==> src/rtl/synth_result_collector.sv <==
// Capture stage for a synth_core result stream: show-ahead FIFO toward the
// consumer, plus a MISR signature, sample counter and sticky drop flag.
module synth_result_collector #(
  parameter int          DEPTH = 8,
  parameter logic [31:0] POLY  = 32'h04C11DB7,
  parameter int          CNT_W = 16
) (
  input  logic                     clk,
  input  logic                     rst,
  input  logic [31:0]              in_result,
  input  logic                     in_valid,
  input  logic                     sig_clear,
  output logic [31:0]              out_data,
  output logic                     out_valid,
  input  logic                     out_ready,
  output logic [$clog2(DEPTH):0]   level,
  output logic [31:0]              signature,
  output logic [CNT_W-1:0]         count,
  output logic                     overflow
);

  localparam int AW    = $clog2(DEPTH);
  localparam int LVL_W = AW + 1;

  logic [31:0]      mem_q [DEPTH];
  logic [AW-1:0]    wr_ptr_q, wr_ptr_d;
  logic [AW-1:0]    rd_ptr_q, rd_ptr_d;
  logic [LVL_W-1:0] level_q, level_d;
  logic [31:0]      sig_q, sig_d;
  logic [CNT_W-1:0] cnt_q, cnt_d;
  logic             ovf_q, ovf_d;

  logic        full;
  logic        push;
  logic        pop;
  logic        drop;
  logic [31:0] sig_next;

  assign full      = (level_q == LVL_W'(DEPTH));
  assign out_valid = (level_q != '0);
  assign pop       = out_valid & out_ready;
  // A full FIFO still accepts a sample when the head leaves the same cycle.
  assign push      = in_valid & (~full | pop);
  assign drop      = in_valid & full & ~pop;
  assign sig_next  = {sig_q[30:0], 1'b0} ^ (sig_q[31] ? POLY : 32'h0) ^ in_result;

  always_comb begin
    wr_ptr_d = wr_ptr_q;
    rd_ptr_d = rd_ptr_q;
    level_d  = level_q;
    sig_d    = sig_q;
    cnt_d    = cnt_q;
    ovf_d    = ovf_q;

    if (push) wr_ptr_d = wr_ptr_q + AW'(1);
    if (pop)  rd_ptr_d = rd_ptr_q + AW'(1);

    case ({push, pop})
      2'b10:   level_d = level_q + LVL_W'(1);
      2'b01:   level_d = level_q - LVL_W'(1);
      default: level_d = level_q;
    endcase

    // Clear wins over the same-cycle sample; the FIFO path is unaffected.
    if (sig_clear) begin
      sig_d = '0;
      cnt_d = '0;
      ovf_d = 1'b0;
    end else if (in_valid) begin
      sig_d = sig_next;
      if (cnt_q != '1) cnt_d = cnt_q + CNT_W'(1);
      if (drop)        ovf_d = 1'b1;
    end
  end

  always_ff @(posedge clk) begin
    if (rst) begin
      wr_ptr_q <= '0;
      rd_ptr_q <= '0;
      level_q  <= '0;
      sig_q    <= '0;
      cnt_q    <= '0;
      ovf_q    <= 1'b0;
    end else begin
      wr_ptr_q <= wr_ptr_d;
      rd_ptr_q <= rd_ptr_d;
      level_q  <= level_d;
      sig_q    <= sig_d;
      cnt_q    <= cnt_d;
      ovf_q    <= ovf_d;
    end
  end

  // Storage needs no reset: an empty FIFO masks the head to zero.
  always_ff @(posedge clk) begin
    if (push) mem_q[wr_ptr_q] <= in_result;
  end

  assign out_data  = out_valid ? mem_q[rd_ptr_q] : 32'h0;
  assign level     = level_q;
  assign signature = sig_q;
  assign count     = cnt_q;
  assign overflow  = ovf_q;

endmodule
==> config.mk <==
export PLATFORM = sky130hd
export DESIGN_NAME = synth_result_collector
export DESIGN_NICKNAME = d
export VERILOG_FILES = /design/src/rtl/synth_result_collector.sv
export SDC_FILE = /design/constraint.sdc
export NUM_CORES = 1
export LEC_CHECK = 0
export CAP_MARGIN = 20
export CELL_PAD_IN_SITES_DETAIL_PLACEMENT = 2
export CELL_PAD_IN_SITES_GLOBAL_PLACEMENT = 2
export CORE_UTILIZATION = 42
export DETAILED_ROUTE_END_ITERATION = 10
export HOLD_SLACK_MARGIN = 0.03
export PLACE_DENSITY_LB_ADDON = 0.15
export SLEW_MARGIN = 15
export SYNTH_ARGS = -nofsm -noshare
export SYNTH_HDL_FRONTEND = slang
export SYNTH_SLANG_ARGS = --single-unit
export TNS_END_PERCENT = 100
==> constraint.sdc <==
create_clock -name clk -period 5.9 [get_ports clk]
set_input_delay 1.475 -clock clk [delete_from_list [all_inputs] [get_ports clk]]
set_output_delay 1.475 -clock clk [all_outputs]
set_load 0.05 [all_outputs]
### Word level (Yosys, flattened, before mapping)

Memories as Yosys holds them, arrays and structs flattened. A register that Yosys moved wholly into a read port is not among the register bits.
Index checks and enable logic that the tools add are counted.
W data, S select, Z words.

* flip-flop bits (word level): 59
* RAM bits: 256
* input bits: 37
* output and inout bits: 86
* logic and storage cells: 37
* memories: 1

Memory list
* mem_q: words 8, bits a word 32, rd ports 1, clocked after Yosys merged registers in 1, write ports 1, line 25 `logic [31:0] mem_q [DEPTH];`

* add/sub/neg operators: 5
* eq/ne operators: 4
* mux-type cells: 7
* bitwise gates (word level): 9
* reduce and logical (&&, ||, !) cells: 5

Operators by type and width (count)
* $mux W32: 1
* $xor A32 B27 Y32: 1
* $xor A32 B32 Y32: 1
* $mux W27: 1
* $add A16 B1 Y16 const B: 1
* $ne A16 B16 Y1 const B: 1
* $pmux W4 S2: 1
* $add A3 B1 Y3 const B: 2
* $mux W3: 2
* $add A4 B1 Y4 const B: 1
* $and A1 B1 Y1: 4
* $eq A4 B4 Y1 const B: 1
* $reduce_and A2 Y1: 2
* $reduce_bool A4 Y1: 1
* $sub A4 B1 Y4 const B: 1
* $eq A2 B1 Y1 const B: 1
* $eq A2 B2 Y1 const B: 1
* $mux W1: 2
* $not A1 Y1: 2
* $reduce_bool A2 Y1: 1
* $reduce_or A2 Y1: 1
* $or A1 B1 Y1: 1

### Logic depth before layout (Yosys ltp)

Gate-level depths: netlist of run 1.

* depth in word-level cells: 6
* gate-level depth with buffers: 8
* gate-level depth less buffers: 7

### Worst setup path before layout of run 1

No wires, ideal clock.

* path kind: input -> register
* start point: input out_ready
* end point: memory mem_q[0][0] (enable)
* library setup time: 461 ps
* arrival: 4565 ps
* data required time: 5439 ps
* path slack: 874 ps
* cell stages on the path: 5
* buffers on the path: 1
* cells stage by stage: clkbuf_1 nor4_1 a21boi_1 nand2b_1 nor3_1

* longest elaborated chain between the ends: 5

RTL lines
* from (decl): line 15 `input logic out_ready,`
* $and A1 B1 Y1: line 41 `assign pop = out_valid & out_ready;`
* $or A1 B1 Y1: line 43 `assign push = in_valid & (~full | pop);`
* $and A1 B1 Y1: line 43
* $mux W1: line 96 `if (push) mem_q[wr_ptr_q] <= in_result;`
* $mux W1 (implied by the code): line 96
* to (decl): line 25

Every way passes these cells.

==> results of run 1 <==
-- state kept, by name, summed over array words and instances (netlist names), named ones only --
| signal | flops |
|---|---|
| level | 4 |
| rd_ptr_q | 3 |
| mem_q | 256 |
| wr_ptr_q | 3 |
| overflow | 1 |
| signature | 32 |
| count | 16 |
-- final cells by class --
cell class / count / area [um^2] / area share
Sequential cell: 318 / 8930 / 0.570
Multi-Input combinational cell: 372 / 3590 / 0.229
Timing Repair Buffer: 137 / 1440 / 0.0922
Clock buffer: 50 / 1010 / 0.0648
Tap cell: 390 / 488 / 0.0311
Clock inverter: 14 / 171 / 0.0109
Inverter: 7 / 26.3 / 0.00168
-- placed cells by master, fill, tap and decap left out, drive strengths merged, types with 11 or more instances in the layout --
| cell type | netlist | routed |
|---|---|---|
| xnor2 | 46 | 46 |
| clkbuf | 26 | 50 |
| mux4 | 64 | 64 |
| a21oi | 11 | 11 |
| mux2i | 47 | 47 |
| dfxtp | 62 | 62 |
| clkdlybuf4s50 | 0 | 121 |
| a211oi | 24 | 24 |
| buf | 18 | 16 |
| edfxtp | 256 | 256 |
| nor2 | 89 | 89 |
-- metrics by stage --
stage	setup slack [ns]	cell area (um^2)	instances	total power [mW]	hold WS [ns]
6_report	1.19	15700	1288	5.73	0.470
5_1_grt	0.966	15700	1288	5.91	0.504
4_1_cts	1.12	15600	1284	5.80	0.477
3_5_place_dp	1.24	14400	1220	3.54	0.479
3_3_place_gp	1.53	14400	1220	3.49	0.469
2_1_floorplan	0.874	12700	741	3.19	0.454
-- logic make-up after synthesis --
| kind of cell | synth area share |
|---|---|
| mux | 0.153 |
| xor+xnor | 0.0346 |
| simple gates | 0.0530 |
| compound gates | 0.0346 |
| flops | 0.705 |
| buf+inv | 0.0164 |
| fa+ha+maj | 0.00395 |
-- per-layer routing --
layer	track usage	routed length (um)	vias to the layer above
met1	0.294	14500	3752
li1	-	-	3168
met4	0.0663	628	0
met5	0	0	-
met3	0.0342	1340	47
met2	0.412	18400	166
-- worst paths after layout --
check / start / end / slack (ns) / cells past startpoint
max: flop / out_data[0] / 1.19 / 5
min: rd_ptr_q[1] / flop / 0.47 / 2
min reg2reg: rd_ptr_q[1] / flop / 0.47 / 2
max reg2reg: level[1] / mem_q[0][15] / 2.75 / 5
-- where the power goes --
part           leakage, nW  switching, mW  total [mW]  internal (mW)
clock                0.578          0.872        2.25           1.38
sequential            2.83         0.0683        2.55           2.48
combinational         1.48          0.568       0.933          0.365
total                 4.89           1.51        5.73           4.22
-- worst reg2reg max path, delay by kind of cell, from the launching register on --
family	cells	cell delay, ns
simple gates	3	1.41
compound gates	1	0.49
flops	1	0.61
buf+inv	1	0.31
==> summary.md, run 1 <==
| Metric | Value |
|---|---|
| Number of storage elements in the synthesis netlist | 318 |
| Leading post-synthesis cells by instance count | sky130_fd_sc_hd__edfxtp_1, sky130_fd_sc_hd__nor2_1, sky130_fd_sc_hd__mux4_2 |
| Total GRT Usage | 0.232 |
| Actual transition at the worst max-transition pin | 1.02 ns |
| Via total after detailed routing | 7133 |
| Cell with the most instances after synthesis | sky130_fd_sc_hd__edfxtp_1 |
| Post-synth top area cell | sky130_fd_sc_hd__edfxtp_1 |
| Routed wire length | 34800 um |
| Max VDD drop | 0.164 mV |
| Element type at the critical path end | output port |
| Setup TNS | 0 ns |
| Netlist cell types | 49 |
| Final core utilization | 0.529 |
| Starting density of the core | 0.427 |
| Setup repair after global routing missed its margin | false |
| Number of antenna violations at the first check in global routing | 0 |
| Global placement routability congestion | 0.785 |
| GR Overflow Total | 0 |
| # setup viols final | 0 |
| Vias per cell | 5.54 |
| Ys Warns | 0 |
| Number of hold-slack violations in the final timing report | 0 |
| Number of gates given a new drive strength after cts | 0 |
| Pin count of the biggest net entering global routing | 47 |
| Req. time, crit path | 4.43 ns |
| Family of cells with the greatest summed delay on the critical path | buffers and inverters |
| Routed wire length per instance | 27.0 um |
| Insertion delay to the later sink of the worst-skew pair | 0.51 ns |
| Fraction of final layout cells with drive strength greater than 1 | 0.169 |
| TritonCTS clock tree | yes |
| Number of slew-limit violations in the final report | 0 |
| Crit path buf inv count | 2 |
| Clk_skew | 0.0194 ns |
| Startpoint type of the worst setup path | flop |
| Leakage power | 4.89 nW |
| ANT cells | 0 |
| Slowest stage delay, CP | 0.74 ns |
| Via count of the first global-routing pass | 8140 |
| Top-Level Pins | 123 |
| Wire length of the first global-routing pass | 52600 um |
| Critical path data arrival time | 3.23 ns |
| Fill count | 2673 |
| Final worst-path cycle share | 0.798 |
| Y dimension of the die | 176 um |
| Total power divided by cell area | 366 mW/mm^2 |
| Clock buffers created by TritonCTS | 36 |
| Detailed router's first-iteration violation count | 486 |
| Mapped Cells | 741 |
| CP Cell Sequence | buf_12 > mux4_2 > mux2i_1 > nor2_1 > clkdlybuf4s50_1 |
| Clock root buffer | sky130_fd_sc_hd__clkbuf_16 |
| Clock period minus worst slack | 4.71 ns |
| Predominant post-synthesis flop cell | sky130_fd_sc_hd__edfxtp_1 |
| Number of placement rows | 63 |
| Worst path slowest cell | sky130_fd_sc_hd__clkdlybuf4s50_1 |
| Largest fanout on the critical path | 39 |
| Clock edge transition at the registers on the reported setup and hold paths | 0.06 ns |
| Synth top area share | 0.607 |
| Post-CTS Repair Setup Buffers | 0 |
| Number of optimization iterations in the first detailed-route pass | 4 |
| # DRC | 0 |
| # port buffers | 122 |
| Largest buffer count on any clock path | 3 |
| Total of max-cap violations | 0 |
| H-tree depth | 2 |
| Number of nets still failing antenna checks after routing | 0 |
| Post-synthesis average cell area | 17.1 um^2 |
| Part of the Yosys area used for sequential elements | 0.705 |
| Net count reported at finish | 913 |
| Number of nets in the synthesized netlist | 782 |
| Area inside the core boundary | 0.0296 mm^2 |
| Total Die Area | 0.0309 mm^2 |
| DP Wirelength | 21800 um |
| Outcome | completed |
| Die width | 176 um |
| Netlist Area Pre-Place | 0.0127 mm^2 |
| Proportion of synthesized flip-flops having asynchronous set or reset | 0 |
| Worst slew margin | 0.311 |
| Hold_buf cts | 0 |
| Critical path start-end classification | flop to output port |
| Number of enable flip-flop cells after synthesis | 256 |
| TritonCTS sink count | 318 |
| Highest attainable clock frequency | 0.212 GHz |
| Layout overhead on the synthesized area | 23.7% |
| Synth top area cells | sky130_fd_sc_hd__edfxtp_1, sky130_fd_sc_hd__mux4_2, sky130_fd_sc_hd__dfxtp_1, sky130_fd_sc_hd__mux2i_1, sky130_fd_sc_hd__xnor2_1 |
| Hold WC Path Type | flop to flop |
(Power assumes the default switching activity.)
==> run 2, diff against run 1 <==
--- a/config.mk
+++ b/config.mk
@@ -8,7 +8,7 @@
 export CAP_MARGIN = 20
 export CELL_PAD_IN_SITES_DETAIL_PLACEMENT = 2
 export CELL_PAD_IN_SITES_GLOBAL_PLACEMENT = 2
-export CORE_UTILIZATION = 42
+export CORE_UTILIZATION = 38
 export DETAILED_ROUTE_END_ITERATION = 10
 export HOLD_SLACK_MARGIN = 0.03
 export PLACE_DENSITY_LB_ADDON = 0.15
==> constraint.sdc (replaced) <==
create_clock -name clk -period 3.8 [get_ports clk]
set_input_delay 0.95 -clock clk [delete_from_list [all_inputs] [get_ports clk]]
set_output_delay 0.95 -clock clk [all_outputs]
set_load 0.05 [all_outputs]
==> summary.md, run 2 (synthesized netlist as in run 1, its figures left out) <==
| Metric | Value |
|---|---|
| Outcome | completed |
| ANT cells | 0 |
| DP Wirelength | 21500 um |
| Hold WC Path Type | flop to flop |
| Clock buffers created by TritonCTS | 36 |
| Post-placement worst setup slack | 0.422 ns |
| Commonest cells after routing, fill and taps aside | sky130_fd_sc_hd__edfxtp_1, sky130_fd_sc_hd__clkdlybuf4s50_1, sky130_fd_sc_hd__nor2_1 |
| Area inside the core boundary | 0.0327 mm^2 |
| Setup TNS | 0 ns |
| Starting density of the core | 0.387 |
| Startpoint type of the worst setup path | flop |
| Number of antenna violations at the first check in global routing | 0 |
| Summed area of non-filler cells in the final layout | 0.0159 mm^2 |
| # DRC | 0 |
| Slowest stage delay, CP | 0.88 ns |
| Number of optimization iterations in the first detailed-route pass | 4 |
| Y dimension of the die | 185 um |
| # setup viols final | 0 |
| Routed wire length | 35100 um |
| Clock period minus worst slack | 3.74 ns |
| Number of slew-limit violations in the final report | 0 |
| Number of hold-slack violations in the final timing report | 0 |
| Met1 usage in global routing | 0.271 |
| Critical path data arrival time | 2.79 ns |
| Largest fanout on the critical path | 33 |
| Total power divided by cell area | 559 mW/mm^2 |
| Net count reported at finish | 929 |
| Overall Power | 8.86 mW |
| Insertion delay to the later sink of the worst-skew pair | 0.52 ns |
| GR Overflow Total | 0 |
| Worst slew margin | 0.343 |
| Worst path slowest cell | sky130_fd_sc_hd__clkdlybuf4s50_1 |
| Cell area after placement | 0.0147 mm^2 |
| TritonCTS clock tree | yes |
| Element type at the critical path end | output port |
| TritonCTS sink count | 318 |
| Met2 routing resource usage after global routing | 0.377 |
| Actual transition at the worst max-transition pin | 0.977 ns |
| Die width | 185 um |
| Register with the highest flop count | mem_q |
| Req. time, crit path | 2.85 ns |
| Family of cells with the greatest summed delay on the critical path | buffers and inverters |
| Leakage power | 5.22 nW |
| Most common library cell in the layout ignoring fill and taps | sky130_fd_sc_hd__edfxtp_1 |
| Largest buffer count on any clock path | 3 |
| Hold_buf cts | 0 |
| Clock edge transition at the registers on the reported setup and hold paths | 0.06 ns |
| Via total after detailed routing | 7301 |
| Flip-flop count of the largest register, all copies and words added | 256 |
| Met3 usage | 0.0344 |
| CP Cell Sequence | buf_12 > mux4_2 > mux2i_1 > nor2_1 > clkdlybuf4s50_1 |
| Final worst-path cycle share | 0.983 |
| Routed wire length per instance | 25.8 um |
| Number of placement rows | 66 |
| Max VDD drop | 0.258 mV |
| Final worst-path setup slack | 0.0641 ns |
| Top-Level Pins | 123 |
| Critical path start-end classification | flop to output port |
| Clk_skew | 0.0149 ns |
| Clock root buffer | sky130_fd_sc_hd__clkbuf_16 |
| Highest attainable clock frequency | 0.268 GHz |
| Total of max-cap violations | 0 |
| Detailed router's first-iteration violation count | 381 |
| Number of nets still failing antenna checks after routing | 0 |
| Wire length of the first global-routing pass | 52800 um |
| Fraction of final layout cells with drive strength greater than 1 | 0.188 |
| Final core utilization | 0.485 |
| Vias per cell | 5.38 |
| Busiest metal layer after global routing | met2 |
| Total GRT Usage | 0.212 |
| Global placement routability congestion | 0.769 |
| Layout overhead on the synthesized area | 25.2% |
| H-tree depth | 2 |
| Pin count of the biggest net entering global routing | 38 |
| # port buffers | 122 |
| Setup repair after global routing missed its margin | false |
| Crit path buf inv count | 2 |
| Via count of the first global-routing pass | 8305 |
| Total Die Area | 0.0341 mm^2 |
## run 2: changes by cell type in the layout (fill, tap and decap cells not counted), moves of 4 or more
cell	previous run	this run
sky130_fd_sc_hd__dlygate4sd2_1	0	16
sky130_fd_sc_hd__dlymetal6s2s_1	0	14
sky130_fd_sc_hd__buf_4	7	23
sky130_fd_sc_hd__clkdlybuf4s50_1	121	91
sky130_fd_sc_hd__clkbuf_1	9	5
## run 2: path summary, 6_finish.rpt
kind	cells after the start	slack, ns	start	end
max	5	0.06	flop	out_data[2]
min	2	0.48	overflow	overflow
max reg2reg	8	1.23	level[0]	level[2]
min reg2reg	2	0.48	overflow	overflow
## run 2: layout make-up
type | instances | area, um^2
Inverter | 7 | 26.3
Clock buffer | 47 | 1000
Clock inverter | 18 | 183
Tap cell | 442 | 553
Fill cell | 3040 | 16800
Multi-Input combinational cell | 372 | 3600
Sequential cell | 318 | 8930
Timing Repair Buffer | 153 | 1560
## run 2: repair_timing
action                                  4_1_cts  5_1_grt
gates resized for setup                      16       14
buffers inserted                              0        0
endpoints found under the setup margin       16       14
## run 2: metal layers
layer / routed length (um) / part of all wire
met5: 0 / 0
met2: 18200 / 0.52
met3: 1440 / 0.041
met4: 506 / 0.014
met1: 14900 / 0.43
## run 2: stage by stage
stage,hold WS [ns],cells
2_1_floorplan,0.454,741
3_3_place_gp,0.458,1292
3_5_place_dp,0.472,1292
4_1_cts,0.490,1357
5_1_grt,0.516,1357
6_report,0.479,1357
## run 2: where the power goes
group          switching (mW)  internal [mW]
registers              0.0727           3.85
clock network            1.40           2.07
logic                   0.913          0.548
total                    2.39           6.47
## run 2: worst register-to-register path: cells and delay by family, from the launching register on
kind	cells	cell delay, ns
AND/OR/NAND/NOR	3	0.65
flip-flops	1	0.44
adder cells (fa/ha/maj)	1	0.20
AO/OA/AOI/OAI	1	0.09
buffers and inverters	1	0.49
multiplexers	2	0.59
==> run 3, diff against run 2 <==
--- a/config.mk
+++ b/config.mk
@@ -8,6 +8,7 @@
 export CAP_MARGIN = 20
 export CELL_PAD_IN_SITES_DETAIL_PLACEMENT = 2
 export CELL_PAD_IN_SITES_GLOBAL_PLACEMENT = 2
+export CORE_MARGIN = 4
 export CORE_UTILIZATION = 38
 export DETAILED_ROUTE_END_ITERATION = 10
 export HOLD_SLACK_MARGIN = 0.03
==> summary.md, run 3 (synthesized netlist as in run 1, its figures left out) <==
| Metric | Value |
|---|---|
| DP Wirelength | 21700 um |
| FF-to-FF setup slack | 1.37 ns |
| Most common library cell in the layout ignoring fill and taps | sky130_fd_sc_hd__edfxtp_1 |
| Number of slew-limit violations in the final report | 0 |
| Actual transition at the worst max-transition pin | 0.993 ns |
| Number of hold-slack violations in the final timing report | 0 |
| Req. time, crit path | 2.85 ns |
| Number of nets still failing antenna checks after routing | 0 |
| Register with the highest flop count | mem_q |
| Launching point of the worst reg2reg path | level[1] |
| Post-placement worst setup slack | 0.444 ns |
| Overall Power | 8.60 mW |
| Die width | 191 um |
| Y dimension of the die | 191 um |
| Setup repair after global routing missed its margin | false |
| Via count of the first global-routing pass | 8402 |
| Sequential standard cell area | 0.00894 mm^2 |
| Number of placement rows | 66 |
| Area inside the core boundary | 0.0327 mm^2 |
| Top-Level Pins | 123 |
| Total of max-cap violations | 0 |
| Max VDD drop | 0.277 mV |
| Final core utilization | 0.484 |
| Highest attainable clock frequency | 0.273 GHz |
| Outcome | completed |
| Detailed router's first-iteration violation count | 419 |
| Largest buffer count on any clock path | 3 |
| Clock edge transition at the registers on the reported setup and hold paths | 0.05 ns |
| # setup viols final | 0 |
| Critical path data arrival time | 2.71 ns |
| Clk_skew | 0.0119 ns |
| Routed wire length | 34100 um |
| Critical path start-end classification | flop to output port |
| Setup TNS | 0 ns |
| Number of optimization iterations in the first detailed-route pass | 4 |
| GR Overflow Total | 0 |
| Startpoint of the tightest hold check path | rd_ptr_q[1] |
| Net count reported at finish | 928 |
| Clock period minus worst slack | 3.66 ns |
| Clock buffers created by TritonCTS | 36 |
| ANT cells | 0 |
| Layout overhead on the synthesized area | 25.0% |
| Vias per cell | 5.32 |
| M1 wire length | 14900 um |
| TritonCTS clock tree | yes |
| Total Die Area | 0.0363 mm^2 |
| Worst slew margin | 0.332 |
| Total GRT Usage | 0.191 |
| Final worst-path setup slack | 0.138 ns |
| Leakage power | 5.14 nW |
| Via total after detailed routing | 7226 |
| H-tree depth | 2 |
| Wire length of the first global-routing pass | 52800 um |
| Total power divided by cell area | 543 mW/mm^2 |
| Clock root buffer | sky130_fd_sc_hd__clkbuf_16 |
| FF-to-FF End | mem_q[0][18] |
| Met3 wire length | 1110 um |
| Insertion delay to the later sink of the worst-skew pair | 0.51 ns |
| Pin count of the biggest net entering global routing | 36 |
| Number of antenna violations at the first check in global routing | 1 |
| Fill count | 3018 |
| Startpoint type of the worst setup path | flop |
| Flip-flop count of the largest register, all copies and words added | 256 |
| Number of cells on the worst reg-to-reg path | 5 |
| Final worst-path cycle share | 0.964 |
| # DRC | 0 |
| Amount of wire on met2 after detailed routing | 17600 um |
| Hold WC Path Type | flop to flop |
| Largest fanout on the critical path | 20 |
| Highest routing layer actually used | met5 |
| Area used by multi-input combinational logic | 0.00360 mm^2 |
| Starting density of the core | 0.387 |
| Routed wire length per instance | 25.2 um |
| Element type at the critical path end | output port |
| TritonCTS sink count | 318 |
| Global placement routability congestion | 0.701 |
| Fraction of final layout cells with drive strength greater than 1 | 0.181 |
| Worst hold path stage count | 2 |
| Commonest cells after routing, fill and taps aside | sky130_fd_sc_hd__edfxtp_1, sky130_fd_sc_hd__clkdlybuf4s50_1, sky130_fd_sc_hd__nor2_1 |
| Post-CTS Repair Setup Buffers | 0 |
| # port buffers | 122 |
run 3: cell types whose count changed in the layout (fill, tap and decap cells not counted), sizes merged, moves of 3 or more:
cell,change
dlymetal6s2s,-3
clkbuf,+3
bufinv,-3
clkdlybuf4s50,+3
clkinv,+3
dlygate4sd2,-3
run 3: worst max-delay path by stage:
| stage | end | slack [ns] | cells after the start | start |
|---|---|---|---|---|
| 6_report | out_data[15] | 0.14 | 5 | flop |
| 5_1_grt | out_data[15] | 0.02 | 5 | flop |
| 4_1_cts | out_data[22] | 0.003 | 5 | flop |
| 3_5_place_dp | out_data[6] | 0.44 | 5 | flop |
| 3_3_place_gp | out_data[10] | 0.50 | 5 | flop |
| 2_1_floorplan | mem_q[6][0] | 0.15 | 5 | out_ready |
run 3: through the flow:
stage	hold WS [ns]	std cells	area, um^2
after floorplan	0.454	741	12700
final	0.485	1357	15800
after global routing	0.522	1357	15800
after CTS	0.486	1357	15800
after global placement	0.462	1291	14700
after detailed placement	0.478	1291	14700
run 3: critical path, cell delays in order, from the launching register on:
cell	delay, ns
sky130_fd_sc_hd__dfxtp_4	0.51
sky130_fd_sc_hd__buf_12	0.25
sky130_fd_sc_hd__mux4_2	0.53
sky130_fd_sc_hd__mux2i_1	0.14
sky130_fd_sc_hd__nor2_1	0.05
sky130_fd_sc_hd__clkdlybuf4s50_1	0.70
run 3: area by class of cell:
class,instances,share of cell area
Sequential cell,318,0.564
Multi-Input combinational cell,372,0.227
Timing Repair Buffer,152,0.103
Clock buffer,50,0.0635
Tap cell,442,0.0349
Clock inverter,16,0.00545
Inverter,7,0.00166
run 3: routing by layer:
metal	GRT usage	vias up
li1	-	3187
met2	0.338	149
met1	0.252	3850
met4	0.0390	2
met3	0.0284	38
met5	0	-
run 3: report_power, final:
| group | switching, mW | leakage (nW) | internal, mW |
|---|---|---|---|
| Sequential | 0.0804 | 2.83 | 3.85 |
| Clock | 1.35 | 0.528 | 1.86 |
| Combinational | 0.902 | 1.78 | 0.563 |
| Total | 2.33 | 5.14 | 6.27 |
run 3: timing repair:
| item | 4_1_cts | 5_1_grt |
|---|---|---|
| setup endpoints to repair | 13 | 11 |
| resized for setup | 13 | 11 |
| pin swaps | 0 | 0 |
| endpoints found under the hold margin | 0 | 0 |
| hold buffers | 0 | 0 |
